`config.mk`:
```
export PLATFORM = sky130hd
export DESIGN_NAME = intfdemuxn
export DESIGN_NICKNAME = d
export VERILOG_FILES = /design/src/rtl/intfdemuxn_pkg.sv /design/src/rtl/intfsynmon.sv /design/src/rtl/intfdemuxn.sv
export SDC_FILE = /design/constraint.sdc
export NUM_CORES = 1
export LEC_CHECK = 0
export CAP_MARGIN = 20
export CORE_ASPECT_RATIO = 2
export CORE_UTILIZATION = 55
export DETAILED_ROUTE_END_ITERATION = 10
export PLACE_DENSITY = 0.76
export RECOVER_POWER = 100
export SLEW_MARGIN = 0
export SYNTH_ARGS = -nofsm -noshare
export SYNTH_HDL_FRONTEND = slang
export SYNTH_SLANG_ARGS = --single-unit
```
`constraint.sdc`:
```
create_clock -name synclk -period 2.84 [get_ports synclk]
set_input_delay 0.568 -clock synclk [delete_from_list [all_inputs] [get_ports synclk]]
set_output_delay 0.568 -clock synclk [all_outputs]
set_load 0.05 [all_outputs]
```
`src/rtl/intfdemuxn_pkg.sv`:
```
// Shared parameter header for the line demux/mux pair: DEMUX limits, phase
// counter width and the default intfdemuxn parameter set.
package intfdemuxn_pkg;

   localparam int DEMUX_MIN = 1;
   localparam int DEMUX_MAX = 8;
   localparam int PHBIT     = 3;

   localparam int DEF_LINEBIT  = 1;
   localparam int DEF_DEMUX    = 4;
   localparam int DEF_BITTS    = 3;
   localparam int DEF_MAXTS    = 6;
   localparam int DEF_SYNPER   = 24;
   localparam int DEF_PBIT     = 8;
   localparam int DEF_LOCKN    = 2;
   localparam int DEF_MSBFIRST = 1;
   localparam int DEF_VLDLOCK  = 0;

   typedef enum logic [1:0] {
      SYN_NONE = 2'd0,
      SYN_GOOD = 2'd1,
      SYN_BAD  = 2'd2,
      SYN_MISS = 2'd3
   } syn_evt_e;

endpackage

```
`src/rtl/intfsynmon.sv`:
```
// Sync period monitor: measures the spacing of detected sync edges, flags
// early or missing edges and declares lock after LOCKN good periods.
module intfsynmon
   import intfdemuxn_pkg::*;
#(
   parameter int SYNPER = DEF_SYNPER,
   parameter int PBIT   = DEF_PBIT,
   parameter int LOCKN  = DEF_LOCKN
) (
   input  logic synclk,
   input  logic rst_,
   input  logic posdet,
   output logic locked,
   output logic synerr
);

   localparam logic [PBIT-1:0] PER_LAST = PBIT'(SYNPER - 1);
   localparam logic [PBIT-1:0] PER_SAT  = PBIT'(SYNPER);
   localparam logic [2:0]      LOCK_TGT = 3'(LOCKN);

   logic [PBIT-1:0] pcnt;
   logic [2:0]      goodcnt;
   syn_evt_e        evt;

   // An edge seen with pcnt already saturated was reported as missing, so it
   // only restarts the period count.
   always_comb begin
      evt = SYN_NONE;
      if (posdet) begin
         if (pcnt == PER_LAST) begin
            evt = SYN_GOOD;
         end else if (pcnt < PER_LAST) begin
            evt = SYN_BAD;
         end
      end else if (pcnt == PER_LAST) begin
         evt = SYN_MISS;
      end
   end

   always_ff @(posedge synclk or negedge rst_) begin
      if (!rst_) begin
         pcnt    <= PER_SAT;
         goodcnt <= '0;
         synerr  <= 1'b0;
      end else begin
         if (posdet) begin
            pcnt <= '0;
         end else if (pcnt != PER_SAT) begin
            pcnt <= pcnt + 1'b1;
         end
         synerr <= (evt == SYN_BAD) || (evt == SYN_MISS);
         case (evt)
            SYN_GOOD: begin
               if (goodcnt != LOCK_TGT) begin
                  goodcnt <= goodcnt + 1'b1;
               end
            end
            SYN_BAD, SYN_MISS: goodcnt <= '0;
            default: ;
         endcase
      end
   end

   assign locked = (goodcnt == LOCK_TGT);

endmodule

```
`src/rtl/intfdemuxn.sv`:
```
// Line demux: captures LINEBIT samples MAXTS cycles apart after each sync
// edge (plus a runtime offset) and assembles them into one DATABIT word.
//
// state   | meaning
// --------+-------------------------------------------------------------
// ST_IDLE | no word in progress, cntph parked at DEMUX-1
// ST_DLY  | sync seen, ofscnt counting down to the capture cycle
// ST_ASM  | sample 0 taken, cntts/cntph stepping through remaining slots
module intfdemuxn
   import intfdemuxn_pkg::*;
#(
   parameter int  LINEBIT  = DEF_LINEBIT,
   parameter int  DEMUX    = DEF_DEMUX,
   parameter int  BITTS    = DEF_BITTS,
   parameter int  MAXTS    = DEF_MAXTS,
   parameter int  SYNPER   = DEF_SYNPER,
   parameter int  PBIT     = DEF_PBIT,
   parameter int  LOCKN    = DEF_LOCKN,
   parameter int  MSBFIRST = DEF_MSBFIRST,
   parameter int  VLDLOCK  = DEF_VLDLOCK,
   localparam int DATABIT  = DEMUX * LINEBIT
) (
   input  logic               rst_,
   input  logic               synclk,
   input  logic [LINEBIT-1:0] idat,
   input  logic               isyn,
   input  logic [BITTS-1:0]   capofs,
   output logic [DATABIT-1:0] odat,
   output logic               ovld,
   output logic               locked,
   output logic               synerr
);

   localparam logic [1:0] ST_IDLE = 2'd0;
   localparam logic [1:0] ST_DLY  = 2'd1;
   localparam logic [1:0] ST_ASM  = 2'd2;

   localparam logic [BITTS-1:0] TS_LAST = BITTS'(MAXTS - 1);
   localparam logic [PHBIT-1:0] PH_LAST = PHBIT'(DEMUX - 1);

   logic [2:0]         syn_sr;
   logic               posdet;
   logic [1:0]         state;
   logic [BITTS-1:0]   ofscnt;
   logic [BITTS-1:0]   ofs_sat;
   logic [BITTS-1:0]   cntts;
   logic [PHBIT-1:0]   cntph;
   logic [PHBIT-1:0]   samp_k;
   logic [PHBIT-1:0]   slot;
   logic [DATABIT-1:0] asm_word;
   logic [DATABIT-1:0] word_nxt;
   logic               cap_now;
   logic               slot_now;
   logic               samp_now;
   logic               word_done;

   // Oldest-low, two-newest-high: a single high sample never qualifies.
   assign posdet  = (syn_sr == 3'b011);
   assign ofs_sat = (capofs > TS_LAST) ? TS_LAST : capofs;

   // A new sync edge always wins over a slot boundary of the word in flight.
   assign cap_now   = posdet ? (ofs_sat == '0)
                             : ((state == ST_DLY) && (ofscnt == BITTS'(1)));
   assign slot_now  = !posdet && (state == ST_ASM) && (cntts == TS_LAST);
   assign samp_now  = cap_now || slot_now;
   assign samp_k    = cap_now ? '0 : (cntph + 1'b1);
   assign word_done = samp_now && (samp_k == PH_LAST);
   assign slot      = (MSBFIRST != 0) ? (PH_LAST - samp_k) : samp_k;

   always_comb begin
      word_nxt = asm_word;
      word_nxt[int'(slot)*LINEBIT +: LINEBIT] = idat;
   end

   always_ff @(posedge synclk or negedge rst_) begin
      if (!rst_) begin
         syn_sr   <= '0;
         state    <= ST_IDLE;
         ofscnt   <= '0;
         cntts    <= '0;
         cntph    <= PH_LAST;
         asm_word <= '0;
         odat     <= '0;
         ovld     <= 1'b0;
      end else begin
         syn_sr <= {syn_sr[1:0], isyn};
         ovld   <= word_done && ((VLDLOCK == 0) || locked);
         if (samp_now) begin
            asm_word <= word_nxt;
         end
         if (word_done) begin
            odat <= word_nxt;
         end
         if (cap_now) begin
            cntts <= '0;
            cntph <= '0;
            state <= (DEMUX == 1) ? ST_IDLE : ST_ASM;
         end else if (posdet) begin
            ofscnt <= ofs_sat;
            cntph  <= PH_LAST;
            state  <= ST_DLY;
         end else begin
            case (state)
               ST_DLY: ofscnt <= ofscnt - 1'b1;
               ST_ASM: begin
                  if (cntts == TS_LAST) begin
                     cntts <= '0;
                     cntph <= cntph + 1'b1;
                     if (word_done) begin
                        state <= ST_IDLE;
                     end
                  end else begin
                     cntts <= cntts + 1'b1;
                  end
               end
               default: ;
            endcase
         end
      end
   end

   intfsynmon #(
      .SYNPER(SYNPER),
      .PBIT  (PBIT),
      .LOCKN (LOCKN)
   ) u_synmon (
      .synclk(synclk),
      .rst_  (rst_),
      .posdet(posdet),
      .locked(locked),
      .synerr(synerr)
   );

endmodule

```
**Word level (Yosys, flattened, before mapping)**

Cells that the tools add are included.

- Output and inout bits: 7
- Input port bits: 7
- Bits in registers: 35
- Word-level logic and storage cells: 86

- Reduce and logical (&&, ||, !) cells: 21
- Equality and inequality tests: 15
- $add $sub $neg: 7
- Muxes and demuxes: 27
- Shifts and indexed selects: 2
- Bitwise gates (word level): 1
- $lt $le $gt $ge: 2

Operators with widths:

| cell | count |
|---|---|
| $mux 3 | 13 |
| $neg 3->33 | 1 |
| $shift 1x33->4 const A | 1 |
| $shiftx 1x33->4 | 1 |
| $mux 2 | 9 |
| $mux 8 | 2 |
| $add 3x1->3 const B | 3 |
| $eq 3x2->1 const B | 3 |
| $reduce_bool 3->1 | 3 |
| $add 8x1->8 const B | 1 |
| $eq 8x5->1 const B | 1 |
| $lt 8x5->1 const B | 1 |
| $ne 8x5->1 const B | 1 |
| $reduce_and 2->1 | 4 |
| $reduce_bool 2->1 | 4 |
| $eq 2x2->1 const B | 3 |
| $pmux 3 s2 | 1 |
| $bwmux 4 | 1 |
| $eq 2x1->1 const B | 2 |
| $logic_and 1x1->1 | 4 |
| $ne 2x1->1 const B | 2 |
| $eq 3x1->1 const B | 1 |
| $eq 3x3->1 const B | 1 |
| $gt 3x3->1 const B | 1 |
| other kinds (10) | 11 |

**Depth between registers and ports, before layout**

Gate-level depths: netlist of run 1.

- Depth after elaboration: 12
- Depth in mapped cells: 12
- Gate-level depth less buffers: 12

**Cells and area by module**

From an unflattened synthesis of run 1, not the netlist that was laid out.

- Cell total of the unflattened synthesis: 176
- Area total of the unflattened synthesis: 1,898.1 um^2

Modules (own cells, without submodules):

| module | times used | area an instance (um^2) | seq. area each (um^2) | cells each |
|---|---|---|---|---|
| intfdemuxn | 1 | 1,217.4 | 578.1 | 107 |
| intfsynmon | 1 | 680.7 | 302.8 | 69 |

**Least setup slack after synthesis of run 1**

OpenSTA, ideal clock, no wires.

- Kind: input -> register
- From: in capofs[0]
- To: reg asm_word[0]
- Data required time: 2,715 ps
- Slack: 228 ps
- Stages: 9
- Buffers on the path: 0
- Library setup time: 125 ps
- Arrival time: 2,487 ps
- Path through: or3_4 o21ai_1 nor2_1 ha_1 ha_1 nor2_1 nand2_1 nor4_1 mux2_2

- Cells in the longest elaborated chain, start to end: 9
- Elaborated cells on any way between the ends: 11
- Those cells by class: add/sub (2); order compare (1); shift (2); mux (4); reduce/logical (2)

Ends and longest elaborated chain:

| item | line | text |
|---|---|---|
| start: declaration | intfdemuxn.sv:27 | `input logic [BITTS-1:0] capofs,` |
| $gt 3x3->1 | intfdemuxn.sv:59 | `assign ofs_sat = (capofs > TS_LAST) ? TS_LAST : capofs;` |
| $mux 3 * | intfdemuxn.sv:59 |  |
| $logic_not 3->1 * | intfdemuxn.sv:62 | `assign cap_now = posdet ? (ofs_sat == '0)` |
| $mux 1 * | intfdemuxn.sv:62 |  |
| $mux 3 | intfdemuxn.sv:66 | `assign samp_k = cap_now ? '0 : (cntph + 1'b1);` |
| $sub 2x3->3 | intfdemuxn.sv:68 | `assign slot = (MSBFIRST != 0) ? (PH_LAST - samp_k) : samp_k;` |
| $neg 3->33 | intfdemuxn.sv:72 | `word_nxt[int'(slot)*LINEBIT +: LINEBIT] = idat;` |
| $shiftx 1x33->4 / $shift 1x33->4 (equally long branches) | intfdemuxn.sv:72 |  |
| $bwmux 4 | intfdemuxn.sv:72 |  |
| end signal: assignment | intfdemuxn.sv:89 | `asm_word <= word_nxt;` |
| end: declaration | intfdemuxn.sv:50 | `logic [DATABIT-1:0] asm_word;` |

Every way passes the cells marked *; elsewhere a longest branch is shown, timed or not.
A chain may end at the register's enable or synchronous reset.

**Worst setup path in the final report of run 1**

Ends and elaborated chain as after synthesis.

==> flow_summary.toml, run 1 <==
[run_status]
status = "finished, violations left"
failed_checks = "capacitance limit, slew limit"

[die]
die-height_um = 83.92
start_util_pct = 57.80
die_w_um = 42.96
row_count = 29
die_area_um2 = 3605
io_pins = 14
core_area_um2 = 3193

[worst_setup_path]
cp-endpoint = "asm_word[0]"
r2r-start = "ofscnt[1]"
crit_fanout = 4
required_ns = 3.01
worst-r2r-setup-slack_ns = 0.09
critPathLaunchType = "input pin"
worstSetupEndpointType = "register"
crit_path_start = "capofs[0]"
reg2reg_depth = 12
crit_type = "in -> reg"
timing.rr.end = "asm_word[0]"
cp_data_arrival_time_ns = 2.97

[timing]
fin_tns_setup_ns = 0
setup_violations = 0
rsz0062_at_grt = "yes"
fin_ws_ns = 0.03927
max_freq_mhz = 357.1
finalClockSkew_ns = 0.007437
finalCriticalPeriod_ns = 2.801
hold_viol_final = 0
timing.final.crit_share_pct = 98.62
worst_pin_slew_ns = 1.839
final_max_slew_viol_count = 36
maxSlewHeadroom_pct = -22.62

[final_layout]
drive_above_1_share_pct = 17.68
layout.nets = 213
synthToLayoutAreaGrowth_pct = 15.73
fillers = 260
antenna_cells = 0
design_area_um2 = 2136

[pwr]
ir_drop_v = 0.0006161
power_density_nw_per_um2 = 881.3
p_leak_uw = 0.0009761

[synth]
synth.area.top_cells = "dfrtp_1 (42%), ha_1 (6.1%), dfstp_2 (5.7%), mux2_2 (5.5%), nor2_1 (3.5%)"
ys.flop_type = "dfrtp_1"
yosysTopAreaCell = "dfrtp_1"
yosysSeqAreaShare_pct = 47.73
synthesis.area_um2 = 1846
syn_area_per_cell_um2 = 10.55
synth_edf_count = 0
syn_inst = 175
ys_warn_count = 0
ys_seq_elements = 35
syn_nets = 191
yosys.cell_types.count = 50
async_reset_ff_share_pct = 100.0
synth_top_area_share_pct = 42.03

[place]
place_ws_ns = -0.2600
placed_cell_area_um2 = 2036
gp_congestion = 0.9383
dp_hpwl_um = 2653
io_buffer_count = 13

[flow_run]
maxCapViolCount = 1

[clocking]
cts_hold_buf = 0
clock_path_buffers = 2
cts_tree = "done"
htree_levels = 2
clockRootBuffer = "clkbuf_8"
cts_setup_buffers = 0
cts.sinks = 35
clock_latency_ns = 0.29
path_clk_slew_ns = 0.07
numCtsBuffers = 5

[route]
drt_pass1_iterations = 4
wirelength_um = 3683
ant_nets = 0
vias = 1361
viasPerCell = 5.943
drt_iter0_drc = 12
routedWlPerCell_um = 16.08
drc = 0

[global_routing]
grt-ovfl-total = 0
grt_pass1_vias = 1487
grt_max_degree = 36
antenna_found_initial = 0
track_usage_pct = 22.66
grt_pass1_wl_um = 6203

[hold_path]
hold_path.class = "reg -> reg"
cells in the final DEF, fill, tap and decap left out, types with 8 or more instances in the layout:
| cell type | count |
|---|---|
| mux2_2 | 9 |
| nand2_1 | 14 |
| dlygate4sd3_1 | 9 |
| dfrtp_1 | 31 |
| inv_1 | 8 |
| nor2_1 | 17 |
| ha_1 | 9 |
power by group:
group	leakage (uW)	switching, uW	internal (uW)
registers	0.000442	121	646
clock network	0.0000612	172	284
logic	0.000473	364	296
total	0.000976	657	1230
cells by family after synthesis:
| kind of cell | share of synthesized area, % |
|---|---|
| adders and majority gates | 6.102 |
| DFF | 47.73 |
| AOI/OAI and AO/OA | 8.543 |
| and+or+nand+nor | 23.05 |
| muxes | 7.390 |
| buffers and inverters | 2.915 |
| xor gates and xnor gates | 4.271 |
critical path: stages:
cell             delay [ns]
clkdlybuf4s50_1        0.42
or3_4                  0.40
o21ai_2                0.20
nor2_1                 0.07
ha_1                   0.21
ha_1                   0.31
nor2_1                 0.12
nand2_1                0.12
nor4_2                 0.20
mux2_2                 0.36
timing repair:
| item | CTS | global route |
|---|---|---|
| setup endpoints to repair | 1 | 1 |
| resized for setup | 1 | 1 |
| endpoints found under the hold margin | 0 | 0 |
area by class of cell:
cell class              count  area (um^2)  area share, %
well taps                  31        38.79          1.816
clock buffers               6        82.58          3.866
multi-input cells         128        897.1          42.00
inverters                   8        30.03          1.406
clock inverters             2        35.03          1.640
repair buffers             19        171.4          8.026
flip-flops and latches     35        880.8          41.24
per-stage QoR:
stage | hold WS, ns | total power (uW) | instances | utilization, %
CTS | 0.4046 | 1920 | 229 | 67.55
floorplan | 0.2724 | 1257 | 175 | -
global placement | 0.3779 | 1392 | 221 | 63.75
finish | 0.4008 | 1882 | 229 | 66.89
global route | 0.4183 | 2000 | 229 | 66.89
detailed placement | 0.3844 | 1436 | 221 | 63.75
cell usage after synthesis, drive strengths merged (2+ instances only):
library cell   n
a21oi          6
and2           3
and3           2
and3b          2
buf            2
clkbuf         2
dfrtp         31
dfstp          4
ha             9
inv            8
mux2          10
mux2i          2
nand2         14
nand2b         2
nand3          6
nand3b         2
nand4          2
nor2          17
nor2b          2
nor3           5
nor4b          3
o21a           2
o21ai          7
o31ai          3
or2            2
or3            4
xnor2          5
xor2           4
state kept, by name, indices dropped and copies added, names as in the netlist:
| signal | cells |
|---|---|
| ofscnt | 3 |
| u_synmon.synerr | 1 |
| odat | 4 |
| syn_sr | 3 |
| u_synmon.pcnt | 8 |
| asm_word | 4 |
| ovld | 1 |
| cntts | 3 |
| state | 2 |
| cntph | 3 |
| u_synmon.goodcnt | 3 |
how the worst min path moves through the flow:
stage | startpoint | end | slack, ns | cells past startpoint
CTS | syn_sr[1] | syn_sr[2] | 0.40 | 0
finish | syn_sr[0] | syn_sr[1] | 0.40 | 0
detailed placement | syn_sr[0] | syn_sr[1] | 0.38 | 0
global placement | syn_sr[1] | syn_sr[2] | 0.38 | 0
global route | syn_sr[0] | syn_sr[1] | 0.42 | 0
floorplan | rst_ | asm_word[0] | 0.27 | 0
metal layers:
metal	part of all wire (%)	up-vias	global-route usage (%)
met1	38	680	22.94
met3	2.3	9	5.195
met4	2.1	0	10.47
met5	0	-	0
li1	-	653	-
met2	58	19	41.46
Power figures use the tool's default switching activity.
==> run 2, diff against run 1 <==
--- a/config.mk
+++ b/config.mk
@@ -11,6 +11,7 @@
 export DETAILED_ROUTE_END_ITERATION = 10
 export PLACE_DENSITY = 0.76
 export RECOVER_POWER = 100
+export SETUP_SLACK_MARGIN = 0.2
 export SLEW_MARGIN = 0
 export SYNTH_ARGS = -nofsm -noshare
 export SYNTH_HDL_FRONTEND = slang
==> run 2 against run 1 <==
- the flow now finishes without violations
- hold slack about the same
- maximum frequency rose by 5.3%
- clock skew up 0.0020 ns
- global-route usage grew 1.7 points
- clock power increased by 1%
- wire length increased by 9.7%
- sequential share of layout area is 2.1 points lower
- sequential power grew 0.7%
- count of clock-buffer cells in the layout is the same
- worst setup slack improved by 0.14 ns
- flip-flop and latch count unchanged
- critical endpoint unchanged
==> flow_summary.toml, run 2 (synthesis gave the netlist of run 1 again) <==
[run_status]
status = "finished clean"

[die]
die-height_um = 83.92
io_pins = 14
row_count = 29
die_area_um2 = 3605
start_util_pct = 57.80
die_w_um = 42.96
core_area_um2 = 3193

[final_layout]
fillers = 236
drive_above_1_share_pct = 25.24
synthToLayoutAreaGrowth_pct = 22.03
top_register = "u_synmon.pcnt"
reg.largest.list = "u_synmon.pcnt (8), asm_word (4), odat (4)"
final_common_cell = "dfrtp_1"
layout_common_cells = "dfrtp_1 (31), nor2_1 (14), nand2_1 (11), dlygate4sd3_1 (9), buf_4 (9)"
finish.utilization_pct = 70.53
antenna_cells = 0
layout.nets = 221
largest_reg_flops = 8
multi_input_area_um2 = 955.9
seqCellArea_um2 = 880.8

[timing]
final_max_slew_viol_count = 0
finalClockSkew_ns = 0.009470
max_freq_mhz = 376.0
worst_pin_slew_ns = 0.8547
maxSlewHeadroom_pct = 43.02
hold_viol_final = 0
rsz0062_at_grt = "no"
finalCriticalPeriod_ns = 2.660
timing.final.crit_share_pct = 93.66
setup_violations = 0

[flow_run]
maxCapViolCount = 0

[worst_setup_path]
cp_data_arrival_time_ns = 2.83
required_ns = 3.01
crit_type = "in -> reg"
worstSetupEndpointType = "register"
crit_fanout = 4
critPathLaunchType = "input pin"

[clocking]
cts.sinks = 35
numCtsBuffers = 5
clock_latency_ns = 0.29
clockRootBuffer = "clkbuf_8"
cts_tree = "done"
htree_levels = 2
clock_path_buffers = 2
path_clk_slew_ns = 0.07

[pwr]
power_density_nw_per_um2 = 920.1
p_total_uw = 2072
ir_drop_v = 0.0006399
internal-power_uw = 1331
sw_frac_of_total_pct = 35.76
power.share.sequential_pct = 37.2
p_comb_share_pct = 40.5
p_clk_share_pct = 22.2
p_leak_uw = 0.001041
switching_power_uw = 741.0

[global_routing]
grt_pass1_wl_um = 6610
grt_max_degree = 36
grt-ovfl-total = 0
antenna_found_initial = 0
grt_pass1_vias = 1539
track_usage_pct = 24.38

[place]
io_buffer_count = 13
dp_hpwl_um = 2653
gp_congestion = 0.9383

[route]
viasPerCell = 5.996
routedWlPerCell_um = 17.04
drt_iter0_drc = 20
ant_nets = 0
vias = 1421
drt_pass1_iterations = 4
drc = 0
wirelength_um = 4039

[hold_path]
hold_path.class = "reg -> reg"
[run 2: metrics by stage]
stage	instance area, um^2	setup WS, ns	setup TNS (ns)	hold WS, ns	instances
2_1_floorplan	1846	0.2282	0	0.2724	175
3_3_place_gp	2036	-0.1759	-0.7536	0.3779	221
3_5_place_dp	2036	-0.2600	-1.054	0.3844	221
4_1_cts	2230	0.2027	0	0.4046	233
5_1_grt	2252	0.1189	0	0.4183	237
6_report	2252	0.1801	0	0.4009	237
[run 2: worst paths after layout]
check,startpoint,endpoint,slack (ns),cells past startpoint
hold reg to reg,syn_sr[0],syn_sr[1],0.40,0
setup reg to reg,ofscnt[1],asm_word[0],0.26,12
hold / removal,syn_sr[0],syn_sr[1],0.40,0
min in group asynchronous,rst_,u_synmon.pcnt[6],0.92,2
setup / recovery,capofs[1],asm_word[0],0.18,10
max in group asynchronous,rst_,cntts[2],1.38,2
[run 2: area by class of cell]
| class | instances | area share [%] |
|---|---|---|
| Sequential cell | 35 | 39.11 |
| Clock buffer | 6 | 3.667 |
| Timing Repair Buffer | 27 | 10.17 |
| Multi-Input combinational cell | 128 | 42.44 |
| Tap cell | 31 | 1.722 |
| Inverter | 8 | 1.333 |
| Clock inverter | 2 | 1.556 |
[run 2: what timing repair did]
item                                    in CTS  in global routing
resized for setup                           11                 10
endpoints found under the setup margin       5                  5
buffers inserted                             4                  4
hold buffers                                 0                  0
pin swaps                                    5                  6
[run 2: worst max-delay path: stages]
cell,delay [ns]
dlygate4sd2_1,0.25
or3_1,0.44
o21ai_4,0.25
nor2_2,0.05
ha_2,0.20
ha_4,0.26
nor2_4,0.11
nand2_2,0.08
nor4_1,0.25
mux2_2,0.37
[run 2: power groups by stage]
stage	Combinational, uW	Clock [uW]	Sequential (uW)
3_3_place_gp	623	0	770
2_1_floorplan	493	0	764
3_5_place_dp	660	0	776
6_report	840	461	772
5_1_grt	913	483	794
4_1_cts	749	468	772
[run 2: routing by layer]
metal | wire (um) | part of all wire [%] | GRT usage, %
met5 | 0 | 0 | 0
met4 | 140 | 3.5 | 11.85
met3 | 83 | 2.1 | 5.195
met2 | 2324 | 58 | 45.18
met1 | 1491 | 37 | 24.06
==> run 3, diff against run 2 <==
--- a/config.mk
+++ b/config.mk
@@ -9,6 +9,7 @@
 export CORE_ASPECT_RATIO = 2
 export CORE_UTILIZATION = 55
 export DETAILED_ROUTE_END_ITERATION = 10
+export MAX_ROUTING_LAYER = met4
 export PLACE_DENSITY = 0.76
 export RECOVER_POWER = 100
 export SETUP_SLACK_MARGIN = 0.2
==> run 3 against run 2 <==
- global-route usage up 0.70 points
- maximum frequency down 0.15%
- flip-flop and latch count unchanged
- combinational power down 0.8%
- highest routed layer unchanged
- utilization down 0.16 points
- sequential share of layout area up 0.087 points
- register-to-register slack about the same
- count of clock-buffer cells in the layout unchanged
- clock power about the same
- worst setup slack worse by 0.0041 ns
- hold slack about the same
==> flow_summary.toml, run 3 (synthesis gave the netlist of run 1 again) <==
[timing]
fin_ws_ns = 0.1760
maxSlewHeadroom_pct = 43.14
setup_violations = 0
finalClockSkew_ns = 0.01034
worst_pin_slew_ns = 0.8529
max_freq_mhz = 375.4
hold_viol_final = 0
finalCriticalPeriod_ns = 2.664
timing.final.crit_share_pct = 93.80
rsz0062_at_grt = "no"
final_max_slew_viol_count = 0
fin_tns_setup_ns = 0

[worst_setup_path]
critPathLaunchType = "input pin"
crit_type = "in -> reg"
required_ns = 3.01
max_stage_delay_ns = 0.44
cpMaxStageDelayCell = "or3_1"
crit_path_cell_trace = "dlygate4sd2_1 > or3_1 > o21ai_4 > nor2_2 > ha_2 > ha_4 > nor2_4 > nand2_2 > nor4_1 > mux2_2"
crit_fanout = 4
worstSetupEndpointType = "register"
cp_data_arrival_time_ns = 2.84

[route]
drt_iter0_drc = 41
vias = 1429
viasPerCell = 6.030
drc = 0
wirelength_um = 4068
ant_nets = 0
routedWlPerCell_um = 17.16
drt_pass1_iterations = 4

[clocking]
numCtsBuffers = 5
clock_path_buffers = 2
cts_hold_buf = 0
cts.sinks = 35
clockRootBuffer = "clkbuf_8"
path_clk_slew_ns = 0.07
htree_levels = 2
cts_tree = "done"
clock_latency_ns = 0.29

[die]
start_util_pct = 57.80
die_w_um = 42.96
io_pins = 14
row_count = 29
die-height_um = 83.92
core_area_um2 = 3193
die_area_um2 = 3605

[global_routing]
grt_pass1_vias = 1538
grt_pass1_wl_um = 6624
antenna_found_initial = 0
grt_max_degree = 36
grt-ovfl-total = 0
track_usage_pct = 25.08

[final_layout]
drive_above_1_share_pct = 24.76
top_register = "u_synmon.pcnt"
reg.largest.list = "u_synmon.pcnt (8), asm_word (4), odat (4)"
final_cells = 237
finish.utilization_pct = 70.38
antenna_cells = 0
layout_common_cells = "dfrtp_1 (31), nor2_1 (14), nand2_1 (11), dlygate4sd3_1 (9), buf_4 (9)"
final_common_cell = "dfrtp_1"
largest_reg_flops = 8
layout.nets = 221
synthToLayoutAreaGrowth_pct = 21.76

[place]
dp.cells = 221
place_ws_ns = -0.2600
gp_congestion = 0.9551
dp_hpwl_um = 2653
io_buffer_count = 13

[pwr]
ir_drop_v = 0.0006390
power_density_nw_per_um2 = 919.7
p_leak_uw = 0.001039
p_total_uw = 2067

[run_status]
status = "finished clean"

[hold_path]
hold_path.class = "reg -> reg"

[flow_run]
maxCapViolCount = 0
==> run 3: per-layer routing <==
layer	share of wire [%]	GRT usage [%]	vias to the layer above
li1	-	-	674
met2	57	45.18	27
met3	2.5	5.195	13
met1	37	24.21	715
met4	3.4	11.85	0
met5	0	-	-
==> run 3: stage by stage <==
stage,instance area [um^2],hold slack (ns)
after CTS,2230,0.4046
after global placement,2036,0.3779
after global routing,2247,0.4183
final,2247,0.4008
after detailed placement,2036,0.3844
after floorplan,1846,0.2724
==> run 3: final cells by class <==
| cell class | count | area, um^2 |
|---|---|---|
| Clock buffer | 6 | 82.58 |
| Clock inverter | 2 | 35.03 |
| Fill cell | 237 | 945.9 |
| Inverter | 8 | 30.03 |
| Multi-Input combinational cell | 128 | 950.9 |
| Sequential cell | 35 | 880.8 |
| Tap cell | 31 | 38.79 |
| Timing Repair Buffer | 27 | 229.0 |
==> run 3: worst paths after layout <==
path / endpoint / cells past startpoint / slack, ns / start
worst min-delay path: syn_sr[1] / 0 / 0.40 / syn_sr[0]
max in group asynchronous: cntts[2] / 2 / 1.38 / rst_
worst max-delay path: asm_word[0] / 10 / 0.18 / capofs[1]
min in group asynchronous: u_synmon.pcnt[6] / 2 / 0.92 / rst_
worst max register to register: asm_word[0] / 12 / 0.26 / ofscnt[1]
worst min register to register: syn_sr[1] / 0 / 0.40 / syn_sr[0]
==> run 3: repair_timing <==
action,CTS,global route
setup buffers,4,4
pin swaps,5,6
endpoints found under the setup margin,5,5
gates resized for setup,11,10
==> run 3: report_power, final <==
| part | leakage [uW] | internal (uW) | switching [uW] |
|---|---|---|---|
| Sequential | 0.000442 | 646 | 127 |
| Combinational | 0.000536 | 398 | 435 |
| Clock | 0.0000612 | 284 | 177 |
==> run 3: worst max-delay path, delay by kind of cell <==
kind,cells,cell delay [ns]
AND/OR/NAND/NOR,5,0.93
adder cells (fa/ha/maj),2,0.46
multiplexers,1,0.37
buffers and inverters,1,0.25
AO/OA/AOI/OAI,1,0.25
